## src/rtl/tx.sv

```systemverilog
// UART-style serial transmitter: start, 8 data bits LSB first, odd parity, stop.
// Four-phase Send/Sent handshake; all outputs come straight from flops.
module tx #(
   parameter int unsigned CLKS_PER_BIT = 5208
) (
   input  logic       clk,
   input  logic       Reset_n,
   input  logic       Send,
   input  logic [7:0] Din,
   output logic       Sout,
   output logic       Sent,
   output logic       Busy
);

   typedef enum logic [2:0] {
      IDLE  = 3'd0,
      START = 3'd1,
      BITS  = 3'd2,
      PAR   = 3'd3,
      STOP  = 3'd4,
      ACK   = 3'd5
   } state_t;

   localparam logic [12:0] TMAX = 13'(CLKS_PER_BIT - 1);

   state_t      state_q, state_d;
   logic [12:0] timer_q, timer_d;
   logic [2:0]  idx_q, idx_d;
   logic [7:0]  shift_q, shift_d;
   logic        par_q, par_d;
   logic        sout_q, sout_d;
   logic        sent_q, sent_d;
   logic        busy_q, busy_d;
   logic        timer_done, bit_done;

   assign timer_done = (timer_q == TMAX);
   assign bit_done   = (idx_q == 3'd7);

   always_ff @(posedge clk or negedge Reset_n) begin
      if (!Reset_n) begin
         state_q <= IDLE;
         timer_q <= '0;
         idx_q   <= '0;
         shift_q <= '0;
         par_q   <= 1'b0;
         sout_q  <= 1'b1;
         sent_q  <= 1'b0;
         busy_q  <= 1'b0;
      end else begin
         state_q <= state_d;
         timer_q <= timer_d;
         idx_q   <= idx_d;
         shift_q <= shift_d;
         par_q   <= par_d;
         sout_q  <= sout_d;
         sent_q  <= sent_d;
         busy_q  <= busy_d;
      end
   end

   always_comb begin
      state_d = state_q;
      timer_d = timer_done ? 13'd0 : timer_q + 13'd1;
      idx_d   = idx_q;
      shift_d = shift_q;
      par_d   = par_q;
      case (state_q)
         IDLE: begin
            timer_d = '0;
            if (Send) begin
               state_d = START;
               shift_d = Din;
               par_d   = ~^Din;
            end
         end
         START: begin
            if (timer_done) begin
               state_d = BITS;
               idx_d   = '0;
            end
         end
         BITS: begin
            if (timer_done) begin
               shift_d = shift_q >> 1;
               idx_d   = idx_q + 3'd1;
               if (bit_done) state_d = PAR;
            end
         end
         PAR:  if (timer_done) state_d = STOP;
         STOP: if (timer_done) state_d = ACK;
         ACK: begin
            timer_d = '0;
            if (!Send) state_d = IDLE;
         end
         default: begin
            state_d = IDLE;
            timer_d = '0;
         end
      endcase
   end

   // Outputs are decoded from the next state so they change on the same edge as the FSM.
   always_comb begin
      sout_d = 1'b1;
      case (state_d)
         START:   sout_d = 1'b0;
         BITS:    sout_d = shift_d[0];
         PAR:     sout_d = par_d;
         default: sout_d = 1'b1;
      endcase
      sent_d = (state_d == ACK);
      busy_d = (state_d != IDLE);
   end

   assign Sout = sout_q;
   assign Sent = sent_q;
   assign Busy = busy_q;

endmodule

```

## config.mk

```make
export PLATFORM = sky130hd
export DESIGN_NAME = tx
export DESIGN_NICKNAME = d
export VERILOG_FILES = /design/src/rtl/tx.sv
export SDC_FILE = /design/constraint.sdc
export NUM_CORES = 1
export LEC_CHECK = 0
export ABC_CLOCK_PERIOD_IN_PS = 6600
export BUFFER_PORTS_ARGS = -buffer_cell sky130_fd_sc_hd__buf_4
export CAP_MARGIN = 25
export CORE_MARGIN = 1
export CORE_UTILIZATION = 23
export CTS_BUF_LIST = sky130_fd_sc_hd__clkbuf_16
export DETAILED_ROUTE_END_ITERATION = 16
export MAX_ROUTING_LAYER = met4
export PLACE_DENSITY = 0.41
export SETUP_SLACK_MARGIN = 0.05
export SLEW_MARGIN = 10
export SYNTH_ARGS = -nofsm -noshare
export SYNTH_HDL_FRONTEND = slang
export SYNTH_SLANG_ARGS = --single-unit
```

## constraint.sdc

```tcl
create_clock -name clk -period 6.6 [get_ports clk]
set_input_delay 0.33 -clock clk [delete_from_list [all_inputs] [get_ports clk]]
set_output_delay 0.33 -clock clk [all_outputs]
set_load 0.01 [all_outputs]
```

==> out/qor.csv <==
metric;value;unit
status;complete, but fails checks;
violations;negative hold slack;
ioPinCount;14;
ff_latch_area;777;µm²
top_layer;met4;
fillers;734;
dr_wl_met3;116;µm
ys_seq_area_share;47.5;%
pre_cts_slack;4.01;ns
dpl.cell_count;264;
dieArea;7460;µm²
syn_nets;176;
grt_pass1_vias;1187;
core;6830;µm²
worst_slack;4.04;ns
cts_root_buffer;clkbuf_16;
wl_met2;1380;µm
crit_path_start_kind;flip-flop;
slew_headroom;59.8;%
ys_types;39;
clkLatencyLatePin;0.27;ns
worstSetupPathType;reg2reg;
cts_buffers;5;
ys_ff_latch;31;
grt_pass1_wl;5820;µm
synth-async-reset-ratio;100;%
finalSetupViolCount;0;
multi_input_area;823;µm²
yosysWarnings;0;
holdBufCountCts;0;
cts_resized;0;
via_count;1177;
rows;30;
maxCapViolations;0;
synth_ff_type;dfrtp_1;
fin_total_pwr;0.664;mW
syn_inst;162;
flow.area_growth_from_synthesis;20.4;%
crit_required;6.77;ns
drt-total-wl;3280;µm
drive_above_1_share;16.4;%
end_kind;flip-flop;
start_util;24.0;%
m1WireLength;1750;µm
p_leak;0.872;nW
timing.final.crit_share;38.8;%
rsz0062_at_grt;no;
irDropWorstVdd;0.0903;mV
diodes;0;
syn_area;1640;µm²
clock_sinks;31;
cp.arrival;2.73;ns
grtUsageTotal;10.4;%
mostFrequentLayoutCell;dfrtp_1;
portBuffers;13;
drv_slew;0;
max_clock_freq;0.390;GHz
most-common-layout-cells;dfrtp_1 (30), nor2_1 (21), nand2_1 (19), xnor2_1 (15), buf_4 (13);
hold_violations;6;
hold_slack;-0.000911;ns
worst_pin_slew;0.603;ns
crit_start;state_q[0];
firstDrtPassIters;4;
skew;0.00484;ns
tns;0;ns
routed_via_density;4.31;
cp_max_fo;18;
finalInstanceArea;1970;µm²
final_cells;273;
die_w;86.4;µm
drc;0;
period_minus_slack;2.56;ns
gp_congestion;0.695;
drtIter0Drc;48;
syn_area_per_cell;10.1;µm²
dieHeight;86.4;µm
cts_tree;built;
clk_path_buf_depth;2;
htreeDepth;2;
antenna_found_initial;0;
r2r-start;state_q[0];
clkSlewWorstSetupHoldPaths;0.05;ns
fin_nets;190;
utilization;28.8;%
overflow;0;
dpl-instance-area;1830;µm²
post_cts_buffers;0;
synth-edff-count;0;
ant_nets;0;
grt_max_degree;32;
power_density;337;nW/µm²
min_path_type;in2async;
hpwlAfterDp;2320;µm
routedWlPerCell;12.0;µm
==> cell type report <==
type / instances / share of cell area, %
multi-input cells: 122 / 41.8
flip-flops and latches: 31 / 39.4
clock buffers: 5 / 6.35
well taps: 96 / 6.10
repair buffers: 14 / 5.33
clock inverters: 3 / 0.635
inverters: 2 / 0.381
==> critical path, cell delays in order, from the launching register on <==
cell and delay, ns:
dfrtp_1 0.59, or4b_2 0.76, nor4_4 0.36, nor2_1 0.22, a221oi_1 0.37, a32oi_1 0.16
==> synthesized netlist by cell type (all sizes together), types with 2 or more instances <==
cell type / count / area share, %
nand3: 6 / 1.8
nand3b: 2 / 1.7
dfrtp: 30 / 46
buf: 2 / 0.99
xor2: 6 / 3.2
and3: 6 / 2.3
or4b: 2 / 1.5
nor2: 21 / 4.8
nand2b: 6 / 2.3
nor4: 4 / 2.4
nor4b: 2 / 1.1
a31oi: 2 / 0.76
or3: 3 / 1.1
a22oi: 6 / 2.8
nand2: 19 / 4.4
a22o: 3 / 1.6
o21ai: 3 / 0.92
clkbuf: 5 / 1.1
ha: 3 / 2.3
inv: 2 / 0.46
xnor2: 15 / 8.0
==> logic make-up (layout without fill, tap and decap cells) <==
| kind of cell | after synthesis | after routing | synth area share (%) |
|---|---|---|---|
| AOI/OAI and AO/OA | 19 | 19 | 8.87 |
| DFF | 31 | 31 | 47.5 |
| and+or+nand+nor | 78 | 78 | 26.8 |
| muxes | 1 | 1 | 0.688 |
| buffers and inverters | 9 | 24 | 2.60 |
| xor gates and xnor gates | 21 | 21 | 11.2 |
| adders and majority gates | 3 | 3 | 2.29 |
==> power breakdown <==
part	internal (mW)	switching [mW]	leakage, nW
registers	0.243	0.0490	0.399
logic	0.0772	0.0818	0.397
clock network	0.136	0.0768	0.0762
==> flip-flops by register name, summed over array words and instances (netlist names) <==
register,count
shift_q,8
Sout,1
Busy,1
timer_q,13
idx_q,3
Sent,1
par_q,1
state_q,3
==> final timing paths <==
check / end / slack (ns) / depth (start not counted)
worst max-delay path: Sout / 4.04 / 5
worst min-delay path: timer_q[2] / -0.0009 / 1
worst max register to register: Sout / 4.04 / 5
worst min register to register: timer_q[0] / 0.46 / 1
max in group asynchronous: Sout / 6.27 / 1
min in group clk: shift_q[7] / 0.30 / 3
==> routing by layer <==
layer | vias to the layer above | GRT usage (%)
met5 | - | -
met4 | 0 | 2.73
met3 | 5 | 3.05
met2 | 14 | 14.7
met1 | 567 | 14.3
li1 | 591 | -
No activity file was read; power rests on OpenSTA's default activity.
